--- config.mk ---
export PLATFORM = sky130hd
export DESIGN_NAME = filter_sequencer
export DESIGN_NICKNAME = d
export VERILOG_FILES = /design/src/rtl/filter_seq_pkg.sv /design/src/rtl/filter_sequencer_fifo.sv /design/src/rtl/filter_sequencer.sv
export SDC_FILE = /design/constraint.sdc
export NUM_CORES = 1
export LEC_CHECK = 0
export CORE_ASPECT_RATIO = 0.75
export CORE_MARGIN = 2
export CORE_UTILIZATION = 59
export DETAILED_ROUTE_END_ITERATION = 16
export PLACE_DENSITY = 0.88
export SLEW_MARGIN = 20
export SYNTH_ARGS = -nofsm -noshare
export SYNTH_HDL_FRONTEND = slang
export SYNTH_SLANG_ARGS = --single-unit
--- constraint.sdc ---
create_clock -name clk -period 9.8 [get_ports clk]
set_clock_uncertainty 0.05 [all_clocks]
set_input_delay 1.96 -clock clk [delete_from_list [all_inputs] [get_ports clk]]
set_output_delay 1.96 -clock clk [all_outputs]
set_load 0.01 [all_outputs]
--- src/rtl/filter_seq_pkg.sv ---
// Shared definitions for the edge-detection filter sequencer: stage codes,
// FSM encodings, kernel geometry per stage and default image geometry.
package filter_seq_pkg;

    localparam int unsigned IMG_DIM_DEF    = 20;
    localparam int unsigned ADDR_W_DEF     = 9;
    localparam int unsigned FIFO_DEPTH_DEF = 4;
    localparam int unsigned LANES          = 5;

    // Stage codes, shared with the rest of CHIP
    typedef enum logic [2:0] {
        STG_IDLE    = 3'd0,
        STG_MED_FIL = 3'd1,
        STG_GAU_FIL = 3'd2,
        STG_SOBEL   = 3'd3,
        STG_NON_MAX = 3'd4,
        STG_HYSTER  = 3'd5
    } stage_e;

    typedef enum logic [2:0] {
        ST_IDLE   = 3'd0,
        ST_SET_OP = 3'd1,
        ST_FEED   = 3'd2,
        ST_DRAIN  = 3'd3,
        ST_WB     = 3'd4
    } state_e;

    // Kernel side length: 5x5 only for the Gaussian stage
    function automatic logic [2:0] kernel_k(input stage_e s);
        return (s == STG_GAU_FIL) ? 3'd5 : 3'd3;
    endfunction

    // Kernel half-width
    function automatic logic [1:0] kernel_h(input stage_e s);
        return (s == STG_GAU_FIL) ? 2'd2 : 2'd1;
    endfunction

endpackage

--- src/rtl/filter_sequencer_fifo.sv ---
// seq_addr_fifo: small synchronous FIFO holding write-back addresses of
// results still in flight through the active filter.
module seq_addr_fifo #(
    parameter int unsigned DEPTH = 4,
    parameter int unsigned WIDTH = 9
) (
    input  logic             clk,
    input  logic             reset,
    input  logic             i_push,
    input  logic [WIDTH-1:0] i_data,
    input  logic             i_pop,
    output logic [WIDTH-1:0] o_data,
    output logic             o_full,
    output logic             o_empty
);

    localparam int unsigned PTR_W = (DEPTH > 1) ? $clog2(DEPTH) : 1;
    localparam int unsigned CNT_W = $clog2(DEPTH + 1);

    logic [WIDTH-1:0] r_mem [DEPTH];
    logic [PTR_W-1:0] r_wr_ptr;
    logic [PTR_W-1:0] r_rd_ptr;
    logic [CNT_W-1:0] r_count;
    logic             w_do_push;
    logic             w_do_pop;

    assign o_full    = (r_count == CNT_W'(DEPTH));
    assign o_empty   = (r_count == '0);
    assign o_data    = r_mem[r_rd_ptr];
    assign w_do_push = i_push && !o_full;
    assign w_do_pop  = i_pop && !o_empty;

    // Storage, pointers and occupancy; pointers wrap naturally (power-of-two depth)
    always_ff @(posedge clk or posedge reset) begin
        if (reset) begin
            for (int i = 0; i < int'(DEPTH); i++) begin
                r_mem[i] <= '0;
            end
            r_wr_ptr <= '0;
            r_rd_ptr <= '0;
            r_count  <= '0;
        end else begin
            if (w_do_push) begin
                r_mem[r_wr_ptr] <= i_data;
                r_wr_ptr        <= r_wr_ptr + PTR_W'(1);
            end
            if (w_do_pop) begin
                r_rd_ptr <= r_rd_ptr + PTR_W'(1);
            end
            case ({w_do_push, w_do_pop})
                2'b10:   r_count <= r_count + CNT_W'(1);
                2'b01:   r_count <= r_count - CNT_W'(1);
                default: r_count <= r_count;
            endcase
        end
    end

endmodule

--- src/rtl/filter_sequencer.sv ---
// filter_sequencer: steps the filter stages MED..HYSTER, streams one kernel
// column per beat, queues result write-back addresses and strobes the border
// write-back between stages. Optional FILTER_SEQ_PERF_EN adds busy/stall
// performance counters.
module filter_sequencer
    import filter_seq_pkg::*;
#(
    parameter int unsigned IMG_DIM    = IMG_DIM_DEF,
    parameter int unsigned ADDR_W     = ADDR_W_DEF,
    parameter int unsigned FIFO_DEPTH = FIFO_DEPTH_DEF
) (
    input  logic              clk,
    input  logic              reset,
    input  logic              i_start,
    output logic [2:0]        o_stage,
    output logic              o_col_valid,
    input  logic              i_col_ready,
    output logic [ADDR_W-1:0] o_col_addr0,
    output logic [ADDR_W-1:0] o_col_addr1,
    output logic [ADDR_W-1:0] o_col_addr2,
    output logic [ADDR_W-1:0] o_col_addr3,
    output logic [ADDR_W-1:0] o_col_addr4,
    output logic [4:0]        o_lane_mask,
    output logic              o_row_first,
    input  logic              i_res_valid,
    output logic              o_wr_en,
    output logic [ADDR_W-1:0] o_wr_addr,
    output logic              o_wb_pulse,
    output logic              o_wb_wide,
    output logic              o_frame_done,
    output logic              o_busy,
`ifdef FILTER_SEQ_PERF_EN
    output logic [15:0]       o_perf_busy,
    output logic [15:0]       o_perf_stall,
`endif
    output logic              o_seq_err
);

    localparam int unsigned CNT_W = $clog2(IMG_DIM);

    state_e            r_state;
    state_e            w_state_nxt;
    stage_e            r_stage;
    stage_e            w_stage_nxt;
    logic [CNT_W-1:0]  r_row;
    logic [CNT_W-1:0]  w_row_nxt;
    logic [CNT_W-1:0]  r_col;
    logic [CNT_W-1:0]  w_col_nxt;
    logic [ADDR_W-1:0] r_row_base;
    logic [ADDR_W-1:0] w_row_base_nxt;
    logic              r_busy;
    logic              r_wb_pulse;
    logic              r_wb_wide;
    logic              r_frame_done;
    logic              r_seq_err;

    logic [2:0]        w_k;
    logic [1:0]        w_h;
    logic              w_last_col;
    logic              w_last_row;
    logic              w_col_valid;
    logic              w_beat;
    logic              w_push;
    logic              w_pop;
    logic              w_fifo_full;
    logic              w_fifo_empty;
    logic [ADDR_W-1:0] w_head;
    logic [ADDR_W-1:0] w_ctr_off;
    logic [ADDR_W-1:0] w_centre;
    logic [4:0]        w_mask;
    logic [ADDR_W-1:0] w_lane [LANES];

    assign w_k         = kernel_k(r_stage);
    assign w_h         = kernel_h(r_stage);
    assign w_last_col  = (r_col == CNT_W'(IMG_DIM - 1));
    assign w_last_row  = (r_row == CNT_W'(IMG_DIM - 1) - CNT_W'(w_h));
    assign w_col_valid = (r_state == ST_FEED) && !w_fifo_full;
    assign w_beat      = w_col_valid && i_col_ready;
    assign w_push      = w_beat && (r_col >= CNT_W'(w_k) - CNT_W'(1));
    assign w_pop       = i_res_valid && !w_fifo_empty;

    // Centre = r*IMG_DIM + col - h, rebuilt from row_base = (r-h)*IMG_DIM
    assign w_ctr_off = (w_h == 2'd2) ? ADDR_W'(2 * IMG_DIM - 2) : ADDR_W'(IMG_DIM - 1);
    assign w_centre  = r_row_base + ADDR_W'(r_col) + w_ctr_off;

    // Lane enables and kernel-column addresses; everything reads 0 outside FEED
    always_comb begin
        w_mask = 5'b00000;
        if (r_state == ST_FEED) begin
            w_mask = (w_k == 3'd5) ? 5'b11111 : 5'b00111;
        end
        for (int unsigned k = 0; k < LANES; k++) begin
            w_lane[k] = '0;
            if (w_mask[k]) begin
                w_lane[k] = r_row_base + ADDR_W'(r_col) + ADDR_W'(k * IMG_DIM);
            end
        end
    end

    // FSM state register
    always_ff @(posedge clk or posedge reset) begin
        if (reset) begin
            r_state <= ST_IDLE;
        end else begin
            r_state <= w_state_nxt;
        end
    end

    // Next-state, stage and sweep-counter logic
    always_comb begin
        w_state_nxt    = r_state;
        w_stage_nxt    = r_stage;
        w_row_nxt      = r_row;
        w_col_nxt      = r_col;
        w_row_base_nxt = r_row_base;
        case (r_state)
            ST_IDLE: begin
                if (i_start) begin
                    w_state_nxt = ST_SET_OP;
                    w_stage_nxt = STG_MED_FIL;
                end
            end
            ST_SET_OP: begin
                w_row_nxt      = CNT_W'(w_h);
                w_col_nxt      = '0;
                w_row_base_nxt = '0;
                w_state_nxt    = ST_FEED;
            end
            ST_FEED: begin
                if (w_beat) begin
                    if (w_last_col) begin
                        w_col_nxt      = '0;
                        w_row_nxt      = r_row + CNT_W'(1);
                        w_row_base_nxt = r_row_base + ADDR_W'(IMG_DIM);
                        if (w_last_row) begin
                            w_state_nxt = ST_DRAIN;
                        end
                    end else begin
                        w_col_nxt = r_col + CNT_W'(1);
                    end
                end
            end
            ST_DRAIN: begin
                if (w_fifo_empty) begin
                    w_state_nxt = ST_WB;
                end
            end
            ST_WB: begin
                if (r_stage == STG_HYSTER) begin
                    w_state_nxt = ST_IDLE;
                    w_stage_nxt = STG_IDLE;
                end else begin
                    w_state_nxt = ST_SET_OP;
                    w_stage_nxt = stage_e'(r_stage + 3'd1);
                end
            end
            default: begin
                w_state_nxt = ST_IDLE;
                w_stage_nxt = STG_IDLE;
            end
        endcase
    end

    // Sweep counters and registered status outputs (decoded from next state)
    always_ff @(posedge clk or posedge reset) begin
        if (reset) begin
            r_stage      <= STG_IDLE;
            r_row        <= '0;
            r_col        <= '0;
            r_row_base   <= '0;
            r_busy       <= 1'b0;
            r_wb_pulse   <= 1'b0;
            r_wb_wide    <= 1'b0;
            r_frame_done <= 1'b0;
            r_seq_err    <= 1'b0;
        end else begin
            r_stage      <= w_stage_nxt;
            r_row        <= w_row_nxt;
            r_col        <= w_col_nxt;
            r_row_base   <= w_row_base_nxt;
            r_busy       <= (w_state_nxt != ST_IDLE);
            r_wb_pulse   <= (w_state_nxt == ST_WB);
            r_wb_wide    <= (w_state_nxt == ST_WB) && (r_stage == STG_GAU_FIL);
            r_frame_done <= (w_state_nxt == ST_WB) && (r_stage == STG_HYSTER);
            r_seq_err    <= r_seq_err | (i_res_valid & w_fifo_empty);
        end
    end

    seq_addr_fifo #(
        .DEPTH (FIFO_DEPTH),
        .WIDTH (ADDR_W)
    ) u_fifo (
        .clk     (clk),
        .reset   (reset),
        .i_push  (w_push),
        .i_data  (w_centre),
        .i_pop   (w_pop),
        .o_data  (w_head),
        .o_full  (w_fifo_full),
        .o_empty (w_fifo_empty)
    );

`ifdef FILTER_SEQ_PERF_EN
    logic [15:0] r_perf_busy;
    logic [15:0] r_perf_stall;

    // Saturating busy/stall counters, cleared when a frame starts
    always_ff @(posedge clk or posedge reset) begin
        if (reset) begin
            r_perf_busy  <= '0;
            r_perf_stall <= '0;
        end else if ((r_state == ST_IDLE) && i_start) begin
            r_perf_busy  <= '0;
            r_perf_stall <= '0;
        end else begin
            if ((r_state != ST_IDLE) && (r_perf_busy != 16'hFFFF)) begin
                r_perf_busy <= r_perf_busy + 16'd1;
            end
            if ((r_state == ST_FEED) && !w_beat && (r_perf_stall != 16'hFFFF)) begin
                r_perf_stall <= r_perf_stall + 16'd1;
            end
        end
    end

    assign o_perf_busy  = r_perf_busy;
    assign o_perf_stall = r_perf_stall;
`endif

    assign o_stage      = r_stage;
    assign o_col_valid  = w_col_valid;
    assign o_col_addr0  = w_lane[0];
    assign o_col_addr1  = w_lane[1];
    assign o_col_addr2  = w_lane[2];
    assign o_col_addr3  = w_lane[3];
    assign o_col_addr4  = w_lane[4];
    assign o_lane_mask  = w_mask;
    assign o_row_first  = (r_state == ST_FEED) && (r_col == '0);
    assign o_wr_en      = w_pop;
    assign o_wr_addr    = w_head;
    assign o_wb_pulse   = r_wb_pulse;
    assign o_wb_wide    = r_wb_wide;
    assign o_frame_done = r_frame_done;
    assign o_busy       = r_busy;
    assign o_seq_err    = r_seq_err;

endmodule

# [Word level (Yosys, flattened, before mapping)]
# Cells that the tools add are included.
[classes] eq_ne=17 reduce_logical=22 n_lt_le_gt_ge=4 muxes=36 n_bitwise=5 addsub=16
[op_table] op="$mux 9" n=10
[op_table] op="$bwmux 36" n=1
[op_table] op="$mux 5" n=6
[op_table] op="$mux 3" n=8
[op_table] op="$pmux 5 s2" n=2
[op_table] op="$add 9x5->9 const B" n=2
[op_table] op="$add 9x6->9 const B" n=2
[op_table] op="$bmux 9 s2" n=1
[op_table] op="$demux 9 s2" n=1
[op_table] op="$pmux 9 s2" n=1
[op_table] op="$eq 3x3->1 const B" n=5
[op_table] op="$pmux 3 s5" n=1
[op_table] op="$add 5x1->5 const B" n=2
[op_table] op="$logic_and 1x1->1" n=10
[op_table] op="$add 9x5->9" n=1
[op_table] op="$add 9x6->9" n=1
[op_table] op="$add 9x7->9 const B" n=1
[op_table] op="$eq 3x2->1 const B" n=3
[op_table] op="$pmux 3 s3" n=1
[op_table] op="$add 3x1->3 const B" n=2
[op_table] op="$ge 3x3->1 const B" n=2
[op_table] op="$logic_not 3->1" n=2
[op_table] op="$mux 6" n=1
[op_table] op="$ne 2x2->1 const B" n=3
[op_table] op="other kinds (25)" n=31
[totals] word_cells=117 output_inout_bits=70 regBits=73

# [Depth between registers and ports, before layout]
[depth] ltp_word=10 mapped_depth=12

# [Modules after synthesis]
# Synthesis repeated with hierarchy kept, for this count alone.
[unflattened] cells_unflattened=457 area_unflattened_um2=4633.2
[by_module_without_submodules] module="filter_sequencer" seq_area_each_um2=700.7 n_inst=1 cells_each=333 area_per_inst_um2=2677.6
[by_module_without_submodules] module="seq_addr_fifo" seq_area_each_um2=1076.0 n_inst=1 cells_each=124 area_per_inst_um2=1955.6

# [Worst setup path before layout]
# No wires, ideal clock.
[synth_timing] kind="register -> output" from="register r_col[3]" to="output port o_col_addr1[8]" path_stages_with_launch=10 t_arrival_ns=2.835 required_ns=7.790 slack_ns=4.955 path_cell_list="dfrtp_1 -> ha_1 -> a211oi_1 -> nor2_1 -> nor2_2 -> ha_1 -> a21oi_1 -> maj3_1 -> or3_1 -> a21oi_1"
[synth_between] elab_chain_cells=3
[synth_lines] item="start, declared" line_no="filter_sequencer.sv:47" source="logic [CNT_W-1:0] r_col;"
[synth_lines] item="start signal, assigned" line_no="filter_sequencer.sv:179" source="r_col <= w_col_nxt;"
[synth_lines] item="$add 9x5->9 (2 in a row)" line_no="filter_sequencer.sv:95" source="w_lane[k] = r_row_base + ADDR_W'(r_col) + ADDR_W'(k * IMG_DIM);"
[synth_lines] item="$mux 9" line_no="filter_sequencer.sv:94" source="if (w_mask[k]) begin"
[synth_lines] item="end, declared" line_no="filter_sequencer.sv:19" source="output logic [ADDR_W-1:0] o_col_addr1,"
# Every way passes these cells.

# [Worst setup path in the final report]
[layout_timing] from="register r_col[3]" to="output port o_col_addr3[7]"
[layout_between] elab_chain_cells=3
[layout_lines] item="$add 9x5->9" line_no="filter_sequencer.sv:95"
[layout_lines] item="$add 9x6->9" line_no="filter_sequencer.sv:95"
[layout_lines] item="$mux 9" line_no="filter_sequencer.sv:94"
[layout_lines] item="end, declared" line_no="filter_sequencer.sv:21" source="output logic [ADDR_W-1:0] o_col_addr3,"
# Every way passes these cells.

==> impl_metrics.csv <==
group,metric,value,unit
power,leakage,2.38,nW
finish,final_cell_mix,"74 x clkdlybuf4s50_1, 71 x dfrtp_1, 53 x nand2_1",
route,drt_wl_total,11.2,mm
route,viasPerCell,5.87,
cts,cts_tree,"built",
worst_setup_path,path_delay_family,"buffers and inverters",
floorplan,dieArea,8660,µm²
grt,overflow,0,
worst_setup_path,crit_path_end_kind,"output pin",
logic_synthesis,synth_seq_cells,71,
floorplan,initial_core_util,0.602,
power,p_per_area,348,nW/µm²
cts,clkTransAtPathRegs,0.08,ns
hold_path,hp-class,"reg2reg",
floorplan,num_io_pins,75,
finish,final_cells,658,
cts,cts-root-buf,"clkbuf_8",
finish,antenna_cells,0,
worst_setup_path,crit_buf_inv,2,
logic_synthesis,synth_area_leaders,"dfrtp_1 38%, ha_1 8.3%, o21ai_0 4.8%",
route,drc,0,
floorplan,dieWidth,107,µm
logic_synthesis,synth_top_area_frac,0.380,
worst_setup_path,critPathMaxFanout,11,
timing,rsz0062_at_grt,"false",
logic_synthesis,seq_area_frac_synth,0.380,
logic_synthesis,synth_edf_count,0,
cts,cts_resized,0,
logic_synthesis,synth_nets,530,
logic_synthesis,syn_area,4680,µm²
logic_synthesis,netlist_instances,493,
finish,utilization,0.718,
worst_setup_path,slowest_delay,0.73,ns
cts,htreeDepth,3,
floorplan,core_area,7780,µm²
status,status,"finished clean",
timing,hold_violations,0,
logic_synthesis,netlist-cell-type-count,63,
timing,tightest_slew,0.897,ns
finish,final_common_cell,"clkdlybuf4s50_1",
grt,grt_pass1_wl,18.2,mm
route,wl_per_cell,17.1,µm
timing,period_share,0.646,
worst_setup_path,path_class,"reg2out",
logic_synthesis,synth_flop_cell,"dfrtp_1",
route,detail-route-antenna-nets,0,
placed_design,gp_congestion,0.955,
grt,grt_start_max_net_pins,72,
cts,clock_sinks,71,
finish,layout.nets,585,
cts,cts_made_buffers,9,
timing,fin_tns_setup,0,ns
timing,setup_viol,0,
timing,fmax,158,MHz
worst_setup_path,critPathArrivalTime,4.32,ns
floorplan,die_h,81.1,µm
finish,area_growth,19.3,%
placed_design,hpwlAfterDp,8.00,mm
worst_setup_path,crit_top_cell,"ha_1",
logic_synthesis,synth.avg_cell_area,9.49,µm²
floorplan,rows,28,
worst_setup_path,start_kind,"flop",
route,vias,3864,
grt,grt_pass1_vias,3708,
worst_setup_path,worstPathCellList,"ha_1 > a21oi_1 > xnor2_1 > inv_1 > ha_1 > a21boi_0 > o21ai_0 > a22oi_1 > mux2i_1 > clkdlybuf4s50_1",
grt,antenna_found_initial,0,
finish,drive_gt1_frac,0.0976,
logic_synthesis,synthArstFlopShare,1.00,
timing,period_minus_slack,6.33,ns
run,cap_violations,0,
timing,drv_slew,0,
placed_design,dpl.cell_count,642,
cts,clk_latency,0.35,ns
power,irDropWorstVdd,0.000207,V
logic_synthesis,yosysWarningCount,0,
worst_setup_path,critPathRequiredTime,7.79,ns
cts,hold_buffers,0,
cts,cts_setup_buffers,0,
placed_design,numPortBuffers,74,
grt,track_usage,0.272,
worst_setup_path,crit_slowest_cell,"xnor2_1",
route,drtPass1Iterations,5,
logic_synthesis,synth_top_cell_by_area,"dfrtp_1",
route,drtIter0Drc,267,
cts,clockBufferDepth,2,
timing,maxSlewHeadroom,0.397,
-- Yosys cell counts, types with 2 or more instances --
cell type / n
a211oi_1: 5
a21boi_0: 2
a21o_1: 5
a21oi_1: 24
a32o_1: 2
and2_1: 8
and3_1: 2
buf_4: 10
buf_6: 7
clkbuf_1: 14
clkinv_1: 2
dfrtp_1: 71
ha_1: 31
inv_1: 20
mux2_2: 9
mux2i_1: 5
mux4_2: 9
nand2_1: 53
nand2b_1: 5
nand3_1: 7
nand4_1: 2
nor2_1: 52
nor2_2: 3
nor2b_1: 2
nor3_1: 14
nor3b_1: 3
nor4_1: 3
nor4bb_1: 2
o211ai_1: 2
o211ai_4: 4
o21ai_0: 45
o21ai_1: 5
or3_1: 5
or3b_2: 2
xnor2_1: 24
xor2_1: 7
-- metrics by stage --
step                      hold slack (ns)  total power (W)  instance area (µm²)  setup slack [ns]
after global placement              0.408          0.00162                 5360              4.21
after global routing                0.453          0.00208                 5580              3.22
after CTS                           0.435          0.00194                 5580              3.49
final                               0.434          0.00194                 5580              3.47
after floorplan                     0.393          0.00128                 4680              4.95
after detailed placement            0.415          0.00167                 5360              3.96
-- flip-flops by register name, indices dropped and copies added (netlist names) --
signal	cells
u_fifo.r_count	3
r_row	5
o_frame_done	1
r_state	3
o_seq_err	1
r_row_base	7
o_wb_wide	1
o_stage	3
r_col	5
u_fifo.r_rd_ptr	2
u_fifo.r_wr_ptr	2
o_wb_pulse	1
o_busy	1
u_fifo.r_mem	36
-- worst paths after layout --
path / startpoint / to / slack [ns] / cells past startpoint
worst max-delay path: r_col[3]$_DFFE_PP0P_ / o_col_addr3[7] / 3.47 / 10
worst max register to register: o_stage[0]$_DFFE_PP0P_ / u_fifo.r_count[2]$_DFFE_PP0P_ / 6.47 / 10
worst min-delay path: o_seq_err$_DFF_PP0_ / o_seq_err$_DFF_PP0_ / 0.43 / 1
max in group asynchronous: reset / u_fifo.r_mem[33]$_DFFE_PP0P_ / 6.98 / 3
worst min register to register: o_seq_err$_DFF_PP0_ / o_seq_err$_DFF_PP0_ / 0.43 / 1
min in group asynchronous: reset / o_wb_wide$_DFF_PP0_ / 2.15 / 3
-- final cells by class --
type                            count  area (µm²)
Clock buffer                       11         141
Tap cell                          105         131
Multi-Input combinational cell    366        2590
Clock inverter                      5        81.3
Sequential cell                    71        1780
Fill cell                         581        2200
Timing Repair Buffer               77         763
Inverter                           23        91.3
-- layer usage --
metal  vias up  GRT usage  wire, µm
li1       1817          -         -
met2       118      0.443      5420
met4         0     0.0610       138
met3        19     0.0618       634
met5         -          0         0
met1      1910      0.376      5030
-- power by group --
| group | leakage (nW) | switching (W) | internal [W] | total [W] |
|---|---|---|---|---|
| logic | 1.36 | 0.000630 | 0.000526 | 0.00116 |
| clock network | 0.110 | 0.000112 | 0.000150 | 0.000262 |
| registers | 0.908 | 0.000125 | 0.000399 | 0.000524 |
-- worst reg2reg max path: stages, from the launching register on --
cell	delay [ns]
dfrtp_1	0.45
or3b_2	0.63
ha_1	0.24
or3_1	0.53
o21ai_2	0.27
ha_1	0.24
inv_1	0.06
fa_1	0.37
xor2_1	0.15
nor2_1	0.11
xor2_1	0.15
-- logic make-up after synthesis --
family	share of synthesized area
AO/OA/AOI/OAI	0.159
XOR/XNOR	0.0615
adder cells (fa/ha/maj)	0.0893
buffers and inverters	0.0655
flip-flops	0.380
multiplexers	0.0757
AND/OR/NAND/NOR	0.169
Power figures use the tool's default switching activity.
